**config.mk**
```make
export PLATFORM = sky130hd
export DESIGN_NAME = logic_gate_unit
export DESIGN_NICKNAME = d
export VERILOG_FILES = /design/src/rtl/logic_gate_unit.sv
export SDC_FILE = /design/constraint.sdc
export NUM_CORES = 1
export LEC_CHECK = 0
export CORE_MARGIN = 3
export CORE_UTILIZATION = 34
export CTS_BUF_LIST = sky130_fd_sc_hd__clkbuf_16
export CTS_CLUSTER_DIAMETER = 60
export DETAILED_ROUTE_END_ITERATION = 8
export PLACE_DENSITY = 0.65
export SYNTH_ARGS = -nofsm -noshare
export SYNTH_HDL_FRONTEND = slang
export SYNTH_SLANG_ARGS = --single-unit
```
**constraint.sdc**
```tcl
create_clock -name clk -period 2.35 [get_ports clk]
set_clock_uncertainty 0.2 [all_clocks]
set_input_delay 0.5875 -clock clk [delete_from_list [all_inputs] [get_ports clk]]
set_output_delay 0.5875 -clock clk [all_outputs]
set_load 0.1 [all_outputs]
```
**src/rtl/logic_gate_unit.sv**
```systemverilog
// rtl/logic_gate_unit.sv - N_IN-lane bitwise logic unit with 2-entry output FIFO; optional LOGIC_GATE_UNIT_STATUS_EN
module logic_gate_unit #(
    parameter int W    = 4,
    parameter int N_IN = 2
) (
    input  logic                clk,
    input  logic                rst_n,
    input  logic                in_valid,
    output logic                in_ready,
    input  logic [N_IN*W-1:0]   in_data,
    input  logic [2:0]          op,
    output logic                out_valid,
    input  logic                out_ready,
    output logic [W-1:0]        out_data,
`ifdef LOGIC_GATE_UNIT_STATUS_EN
    output logic                out_zero,
    output logic                out_ones,
`endif
    output logic [2:0]          out_op
);

    logic [W-1:0] red_and;
    logic [W-1:0] red_or;
    logic [W-1:0] red_xor;
    logic [W-1:0] result;

    logic [W-1:0] mem_data [2];
    logic [2:0]   mem_op   [2];
`ifdef LOGIC_GATE_UNIT_STATUS_EN
    logic         mem_zero [2];
    logic         mem_ones [2];
`endif
    logic         wptr;
    logic         rptr;
    logic [1:0]   count;
    logic         live;
    logic         push;
    logic         pop;

    // Bitwise reduction of all lanes, then select the requested operation
    always_comb begin
        red_and = in_data[W-1:0];
        red_or  = in_data[W-1:0];
        red_xor = in_data[W-1:0];
        for (int i = 1; i < N_IN; i++) begin
            red_and = red_and & in_data[i*W +: W];
            red_or  = red_or  | in_data[i*W +: W];
            red_xor = red_xor ^ in_data[i*W +: W];
        end
        case (op)
            3'd0:    result = red_and;
            3'd1:    result = red_or;
            3'd2:    result = red_xor;
            3'd3:    result = ~red_and;
            3'd4:    result = ~red_or;
            3'd5:    result = ~red_xor;
            3'd6:    result = in_data[W-1:0];
            default: result = ~in_data[W-1:0];
        endcase
    end

    // in_ready depends only on registered state, never on out_ready
    assign in_ready  = live && (count != 2'd2);
    assign out_valid = (count != 2'd0);
    assign push      = in_valid && in_ready;
    assign pop       = out_valid && out_ready;

    assign out_data  = out_valid ? mem_data[rptr] : '0;
    assign out_op    = out_valid ? mem_op[rptr]   : 3'd0;
`ifdef LOGIC_GATE_UNIT_STATUS_EN
    assign out_zero  = out_valid && mem_zero[rptr];
    assign out_ones  = out_valid && mem_ones[rptr];
`endif

    // FIFO storage, pointers and occupancy; live marks the first edge after reset release
    always_ff @(posedge clk or negedge rst_n) begin
        if (!rst_n) begin
            for (int i = 0; i < 2; i++) begin
                mem_data[i] <= '0;
                mem_op[i]   <= 3'd0;
`ifdef LOGIC_GATE_UNIT_STATUS_EN
                mem_zero[i] <= 1'b0;
                mem_ones[i] <= 1'b0;
`endif
            end
            wptr  <= 1'b0;
            rptr  <= 1'b0;
            count <= 2'd0;
            live  <= 1'b0;
        end else begin
            live <= 1'b1;
            if (push) begin
                mem_data[wptr] <= result;
                mem_op[wptr]   <= op;
`ifdef LOGIC_GATE_UNIT_STATUS_EN
                mem_zero[wptr] <= (result == '0);
                mem_ones[wptr] <= (result == '1);
`endif
                wptr <= ~wptr;
            end
            if (pop) begin
                rptr <= ~rptr;
            end
            case ({push, pop})
                2'b10:   count <= count + 2'd1;
                2'b01:   count <= count - 2'd1;
                default: count <= count;
            endcase
        end
    end

endmodule

```
==> results of run 1 <==
cell usage after synthesis, types with 2 or more instances:
| master | number | share of area (%) |
|---|---|---|
| sky130_fd_sc_hd__mux2_4 | 2 | 2.1 |
| sky130_fd_sc_hd__ha_1 | 9 | 7.9 |
| sky130_fd_sc_hd__buf_4 | 3 | 1.6 |
| sky130_fd_sc_hd__and3_1 | 2 | 0.88 |
| sky130_fd_sc_hd__mux2_1 | 4 | 3.2 |
| sky130_fd_sc_hd__o21ai_1 | 5 | 1.8 |
| sky130_fd_sc_hd__dfrtp_1 | 19 | 33 |
| sky130_fd_sc_hd__o22ai_1 | 4 | 1.8 |
| sky130_fd_sc_hd__buf_2 | 3 | 1.1 |
| sky130_fd_sc_hd__nand2b_1 | 5 | 2.2 |
| sky130_fd_sc_hd__nor2b_1 | 3 | 1.3 |
| sky130_fd_sc_hd__mux2i_1 | 11 | 7.7 |
| sky130_fd_sc_hd__xnor2_1 | 4 | 2.5 |
| sky130_fd_sc_hd__a21oi_1 | 5 | 1.8 |
| sky130_fd_sc_hd__o21ai_0 | 2 | 0.70 |
| sky130_fd_sc_hd__nand2_1 | 16 | 4.2 |
| sky130_fd_sc_hd__inv_1 | 14 | 3.7 |
| sky130_fd_sc_hd__buf_6 | 3 | 2.4 |
| sky130_fd_sc_hd__nor2_1 | 12 | 3.2 |
layout by cell type (no fill, tap or decap), drive strengths merged, types with 2 or more instances in the layout:
cell type,instances
nand2b,5
nand2,16
o21ai,7
nor4b,2
a21oi,6
mux2i,11
and3,2
a2111oi,2
buf,23
inv,15
dfrtp,19
o32ai,2
ha,9
nor2b,3
nor2,13
clkdlybuf4s50,14
clkbuf,3
mux2,6
o22ai,4
xnor2,4
routing by layer:
metal,GRT usage (%),vias to the layer above
met5,0,-
met4,0.626,0
met3,3.13,2
met2,21.8,20
met1,14.8,529
li1,-,564
final timing paths:
kind / startpoint / endpoint / cells past startpoint
max: rptr$_DFFE_PN0P_ / out_data[2] / 3
min: mem_data[1]$_DFFE_PN0P_ / mem_data[1]$_DFFE_PN0P_ / 2
max reg2reg: count[0]$_DFFE_PN0P_ / count[1]$_DFFE_PN0P_ / 6
min reg2reg: mem_data[1]$_DFFE_PN0P_ / mem_data[1]$_DFFE_PN0P_ / 2
max in group asynchronous: rst_n / mem_op[0]$_DFFE_PN0P_ / 2
min in group asynchronous: rst_n / mem_op[4]$_DFFE_PN0P_ / 2
worst min-delay path: stages (launching register included):
cell and delay [ns]:
sky130_fd_sc_hd__dfrtp_1 0.34, sky130_fd_sc_hd__nand2_1 0.05, sky130_fd_sc_hd__o21ai_1 0.06
logic make-up after synthesis:
kind of cell,count (synthesis),synth area share (%)
buffers and inverters,25,10.0
DFF,19,33.4
AOI/OAI and AO/OA,26,14.4
and+or+nand+nor,46,17.9
adders and majority gates,9,7.92
other,1,0.264
xor gates and xnor gates,5,3.08
muxes,17,13.0
cell type report:
type / instances / area [µm²] / share of cell area [%]
clock buffers: 3 / 75.1 / 3.91
clock inverters: 1 / 7.51 / 0.391
inverters: 15 / 56.3 / 2.93
multi-input cells: 104 / 822 / 42.8
flip-flops and latches: 19 / 475 / 24.7
well taps: 48 / 60.1 / 3.13
repair buffers: 37 / 425 / 22.1
stage by stage:
| stage | instance area [µm²] | cells |
|---|---|---|
| after global routing | 1920 | 227 |
| after floorplan | 1440 | 148 |
| final | 1920 | 227 |
| after global placement | 1840 | 223 |
| after detailed placement | 1840 | 223 |
| after CTS | 1920 | 227 |
flip-flops by register name (all words and copies together), names as in the netlist:
name,count
mem_op,6
wptr,1
mem_data,8
count,2
rptr,1
live,1
power groups by stage:
stage	Sequential [mW]	Combinational [mW]	Clock (mW)
detailed placement	0.621	1.92	0
global placement	0.609	1.89	0
global route	0.631	1.99	0.378
floorplan	0.548	1.34	0
CTS	0.614	1.92	0.366
finish	0.612	1.90	0.358
==> results.txt, run 1 <==
The synthesized design contains 19 register bits. The max-capacitance violation count is 0. Cells fill 49.9% of the core in the end.

The setup TNS came out at 0 ns. After clock tree synthesis, the setup repair step added 0 buffers. The clock latency on the worst-skew pair is 0.25 ns. The number of enable flip-flop cells after synthesis came out at 0. The setup slack of the most critical reg-to-reg path is 0.59 ns. The worst-case hold slack came out at 0.284 ns. Entering global routing, the biggest net connects 20 pins.

The residual antenna-violating net count after detailed routing is 0. The total power consumption of the routed design is 2.87 mW. Setup repair after global routing left no endpoint under its margin.

The vias after detailed routing is 1115. The total overflow left after global routing is 0. Routability-driven placement finished with a final weighted congestion of 0.743.

The pre-antenna-repair detailed-routing pass consisted of 4 iterations. The area added between synthesis and finish came out at 35.1%. Dividing the final minimum period by the clock period gives 94.4%. After synthesis, the share of flip-flops with an asynchronous set or reset is 100%. The initial core utilization came out at 36.9%. After layout, the minimum clock period comes to 2.22 ns.

The CTS H-tree depth came out at 1. The share of total power dissipated in combinational logic is 66.2%. For this run, the leading register cell type out of synthesis is sky130_fd_sc_hd__dfrtp_1. The met1 wire length is 1.20 mm. The internal power contribution is 1.44 mW. Summing the sequential cell areas from Yosys gives 33.4% of the chip area. During synthesis, Yosys emitted a total of 0 warnings. The maximum fanout along the worst path is 8. In the detailed route, the total length drawn on met2 is 1.49 mm. The post-synthesis average cell area came out at 9.61 µm². The net total in the final layout came out at 204. The power density over the cells came out at 1490 nW/µm². Fill cells in the final layout number 361.

The floorplan step defined a core boundary enclosing 3850 µm². The detailed-route vias per instance is 4.91. The clock root buffer is sky130_fd_sc_hd__clkbuf_16.

The die is 70.7 µm wide. In this run the static leakage power is 0.865 nW. The quantity of gates resized following cts came out at 0. The number of slew-limit violations in the final report is 0.

The final critical-path setup slack came out at 0.133 ns. The flow ran to the end, and the final reports show no timing, DRC or antenna violations. In this design, the stage delay of the slowest critical-path cell is 0.63 ns. The number of setup violations in the final report came out at 0.

TritonCTS built the clock tree. The average detailed-routed wire length per instance is 12.4 µm. The critical path buffer and inverter count came out at 1. The DRC violations left came out at 0. Wire segments on met3 add up to 117 µm in the final route.

The count of pins on the block boundary came out at 24. STA classifies the critical path startpoint as a flip-flop. The number of antenna violations at the first check in global routing came out at 0. The number of standard-cell rows in the floorplan is 22. The worst min-delay path category is flip-flop to flip-flop. Across the VDD grid, the largest voltage drop is 0.603 mV.

For this run, the top clock speed supported by timing is 451 MHz. Net switching is 49.8% of the power. Synthesis produced a netlist whose cell count is 148.

On the critical path, the stage with the largest delay is an instance of sky130_fd_sc_hd__dfrtp_1. The cell family contributing the most delay on the critical path is flip-flops. The worst setup path is captured at an output pin. The total wire length is 2.82 mm. The number of input and output port buffers inserted is 23.

The HPWL after detailed placement is 2.27 mm. The sequential share of power came out at 21.3%. Buffers inserted to repair hold after CTS numbered 0. The floorplan step defined a die boundary enclosing 5000 µm². The clock-pin slew reported for the worst setup and hold paths after clock tree synthesis is 0.06 ns. The via count of the first global-routing pass came out at 1089. 0 antenna diodes ended up in the layout. The unique cell type count in the Yosys netlist is 41. The first-pass GRT wire length came out at 4.93 mm. The height of the die came out at 70.7 µm. The number of nets produced by synthesis is 172. The highest layer touched by signal routing is met4. The total global routing track utilization is 12.0%.

The count of endpoints failing hold in the final timing report came out at 0. The layout cell share with drive strength beyond 1 is 25.7%. The clock share of power is 12.5%. The number of buffers on the longest clock path came out at 2.

Counting the buffers created by CTS gives 3. The worst-case setup slack after placement is -0.0978 ns. The critical path goes through mux2i_1, nor2_2, buf_12. The worst setup path is of the flip-flop to output pin kind. The net switching component of the power is 1.43 mW. The mapped cell area is 1420 µm².

The detailed router finished its first iteration with 30 violations. Data arrives at the worst endpoint at 1.43 ns. Counting every sink on the clock net gives 19. The data required time at the worst endpoint is 1.56 ns.
Power figures use the tool's default switching activity.
==> run 2, diff against run 1 <==
--- a/config.mk
+++ b/config.mk
@@ -9,6 +9,7 @@
 export CORE_UTILIZATION = 34
 export CTS_BUF_LIST = sky130_fd_sc_hd__clkbuf_16
 export CTS_CLUSTER_DIAMETER = 60
+export CTS_CLUSTER_SIZE = 24
 export DETAILED_ROUTE_END_ITERATION = 8
 export PLACE_DENSITY = 0.65
 export SYNTH_ARGS = -nofsm -noshare
==> constraint.sdc (replaced) <==
create_clock -name clk -period 2.6 [get_ports clk]
set_clock_uncertainty 0.2 [all_clocks]
set_input_delay 0.65 -clock clk [delete_from_list [all_inputs] [get_ports clk]]
set_output_delay 0.65 -clock clk [all_outputs]
set_load 0.1 [all_outputs]
==> run 2 against run 1 <==
Critical path depth is 4 higher. Global-route usage is 0.29 points lower. Non-clock buffer count is 5 lower. Final cell count is 2.2% lower. Largest power group unchanged.
==> results.txt, run 2 (synthesized netlist as in run 1, its figures left out) <==
The maximum fanout along the worst path came out at 4 (-4). The quantity of gates resized following cts is 0 (unchanged). The post-CTS setup-driven buffer insertion count is 0 (unchanged). The path with the worst hold slack has its endpoint at mem_data[0]$_DFFE_PN0P_. The total global routing track utilization is 11.7% (-0.29 points). The combined area of the multi-input logic cells is 822 µm² (unchanged). The weighted congestion reported at the end of routability-driven placement is 0.717 (-3.5%). The sequential cell area came to 475 µm² (unchanged).

The die outline area is 5000 µm² (unchanged). The clock-pin slew reported for the worst setup and hold paths after clock tree synthesis is 0.05 ns (about the same). The count of endpoints failing hold in the final timing report is 0 (unchanged). The worst path in the final design needs a cycle of 2.30 ns, including I/O delays and setup. The number of sinks driven by the clock tree came out at 19 (unchanged). The residual antenna-violating net count after detailed routing came out at 0 (unchanged). The filler cell count came out at 372 (+3.0%). The number of standard cells in the final layout excluding fillers is 222 (-2.2%).

The power density over the cells was 1360 nW/µm² (-8.6%). The worst reg2reg path startpoint is count[0]$_DFFE_PN0P_. The number of setup violations in the final report came to 0 (unchanged). The setup TNS is 0 ns (unchanged). The category of the most critical setup path is input pin to flip-flop. The clock buffer count from CTS is 3 (unchanged).

The data required time at the worst endpoint is 2.52 ns (+0.96 ns). The CTS H-tree depth came to 1 (unchanged). The maximum number of pins on one net before global-route repair came out at 20 (unchanged). The final critical-path setup slack was 0.304 ns (+0.171 ns). The core area is 3850 µm² (unchanged). The hold path startpoint is mem_data[0]$_DFFE_PN0P_. The net total in the final layout came out at 199 (-2.5%).

The vias after detailed routing came to 1089 (-2.3%). The total congestion overflow came to 0 (unchanged). The clock root buffer is sky130_fd_sc_hd__clkbuf_16. The initial core utilization came out at 36.9% (unchanged). The DRC violations left came to 0 (unchanged). The area added between synthesis and finish came out at 32.2%. The floorplan die width was 70.7 µm (unchanged). The period utilization came out at 88.3%. The tightest min-delay check is of the flip-flop to flip-flop type.

The max-capacitance violation count was 0 (unchanged). Leaving out fill and tap cells, the most frequent cell in the layout is sky130_fd_sc_hd__dfrtp_1. The worst setup path is launched from an input pin. TritonCTS built the clock tree. The via count of the first global-routing pass is 1092 (+0.28%).

The cell count after placement is 218 (-2.2%). The flow ran to the end, and the final reports show no timing, DRC or antenna violations. The clock latency on the worst-skew pair came out at 0.25 ns (about the same). The register with the most flip-flops in the final layout is mem_data. Setup repair after global routing left no endpoint under its margin.

The number of buffers on the longest clock path came out at 2 (unchanged). The data arrival at the endpoint of the critical path came out at 2.22 ns (+0.79 ns). The count of hold buffers inserted by post-cts repair came out at 0 (unchanged). The detailed-route vias per instance is 4.91 (-0.13%).

The total inserted antenna cells came out at 0 (unchanged). The cell depth of the worst hold path is 2 (unchanged). The first-pass GRT wire length came to 4.71 mm (-4.5%). The flip-flop count of the largest register after layout is 8 (unchanged).

The detailed placement HPWL came out at 2.18 mm (-4.3%). The number of antenna violations at the first check in global routing came out at 0 (unchanged). The number of slew-limit violations in the final report was 0 (unchanged). The layout cell share with drive strength beyond 1 came out at 23.0% (-2.7 points). The number of standard-cell rows in the floorplan came to 22 (unchanged).

The largest registers in the layout are mem_data: 8 flops, mem_op: 6 flops, count: 2 flops. The setup slack of the most critical reg-to-reg path came out at 0.93 ns (+0.34 ns). The worst setup path is captured at a flip-flop. The total wire length is 2.77 mm (-1.7%). The average detailed-routed wire length per instance was 12.5 µm (+0.48%). The number of search-and-repair iterations in the first detailed-routing pass came out at 4 (unchanged). The number of input and output port buffers inserted was 23 (unchanged). The number of DRC markers in iteration 0 was 39 (+30%).

The worst-case hold slack came to 0.286 ns (+0.00225 ns). In the layout the commonest cells are 19 x sky130_fd_sc_hd__dfrtp_1, 16 x sky130_fd_sc_hd__nand2_1, 15 x sky130_fd_sc_hd__inv_1, 14 x sky130_fd_sc_hd__clkdlybuf4s50_1, 11 x sky130_fd_sc_hd__mux2i_1. The peak supply drop came out at 0.501 mV (-17%).

The worst register-to-register path ends at count[1]$_DFFE_PN0P_. The count of pins on the block boundary came out at 24 (unchanged). The number of cells on the worst reg-to-reg path is 5 (-1). Static timing analysis puts the maximum clock frequency at 435 MHz.

The static leakage was 0.845 nW (-2.2%). The height of the die came out at 70.7 µm (unchanged). The worst-case setup slack after placement is 0.0408 ns (+0.139 ns).

The total power consumption of the routed design is 2.57 mW (-11%).
-- run 2: changes by cell type in the layout (fill, tap and decap cells not counted) --
cell / delta
sky130_fd_sc_hd__clkinvlp_4: -1
sky130_fd_sc_hd__buf_4: -5
sky130_fd_sc_hd__inv_1: +1
-- run 2: power by group --
group          total (mW)  internal (mW)  switching [mW]
clock network       0.307          0.204           0.102
logic                1.71          0.649            1.06
registers           0.552          0.438           0.114
total                2.57           1.29            1.27
-- run 2: critical path, cell delays in order --
cell	delay, ns
sky130_fd_sc_hd__clkdlybuf4s50_1	0.54
sky130_fd_sc_hd__inv_1	0.06
sky130_fd_sc_hd__ha_1	0.30
sky130_fd_sc_hd__mux2i_1	0.14
sky130_fd_sc_hd__o32ai_1	0.11
sky130_fd_sc_hd__a2111oi_2	0.29
sky130_fd_sc_hd__o21ai_1	0.12
-- run 2: cell type report --
type | count | area share [%]
clock buffer | 3 | 3.99
timing repair buffer | 32 | 20.6
sequential | 19 | 25.3
clock inverter | 1 | 0.200
multi-input combinational | 104 | 43.7
tap | 48 | 3.19
inverter | 15 | 2.99
-- run 2: stage by stage --
step	utilization, %	area [µm²]
final	48.8	1880
after global routing	48.8	1880
after CTS	48.8	1880
after detailed placement	46.8	1800
after global placement	46.8	1800
after floorplan	-	1440
-- run 2: worst max-delay path by stage --
stage | from | endpoint | slack, ns
6_report | in_data[3] | mem_data[3]$_DFFE_PN0P_ | 0.30
5_1_grt | in_data[3] | mem_data[3]$_DFFE_PN0P_ | 0.18
4_1_cts | in_data[3] | mem_data[3]$_DFFE_PN0P_ | 0.30
3_5_place_dp | in_data[3] | mem_data[3]$_DFFE_PN0P_ | 0.04
3_3_place_gp | in_data[3] | mem_data[3]$_DFFE_PN0P_ | 0.11
2_1_floorplan | rptr$_DFFE_PN0P_ | out_data[0] | 0.30
-- run 2: metal layers --
metal	up-vias	wire, µm	GRT usage [%]	share of wire [%]
li1	556	-	-	-
met2	23	1350	20.7	49
met5	-	0	0	0
met4	0	47	4.38	1.7
met3	5	122	2.13	4.4
met1	505	1250	14.0	45
==> run 3, diff against run 2 <==
--- a/config.mk
+++ b/config.mk
@@ -11,6 +11,7 @@
 export CTS_CLUSTER_DIAMETER = 60
 export CTS_CLUSTER_SIZE = 24
 export DETAILED_ROUTE_END_ITERATION = 8
+export HOLD_SLACK_MARGIN = 0.12
 export PLACE_DENSITY = 0.65
 export SYNTH_ARGS = -nofsm -noshare
 export SYNTH_HDL_FRONTEND = slang
==> results of run 3 <==
The final DEF is identical to that of run 2; final timing and power are the same.
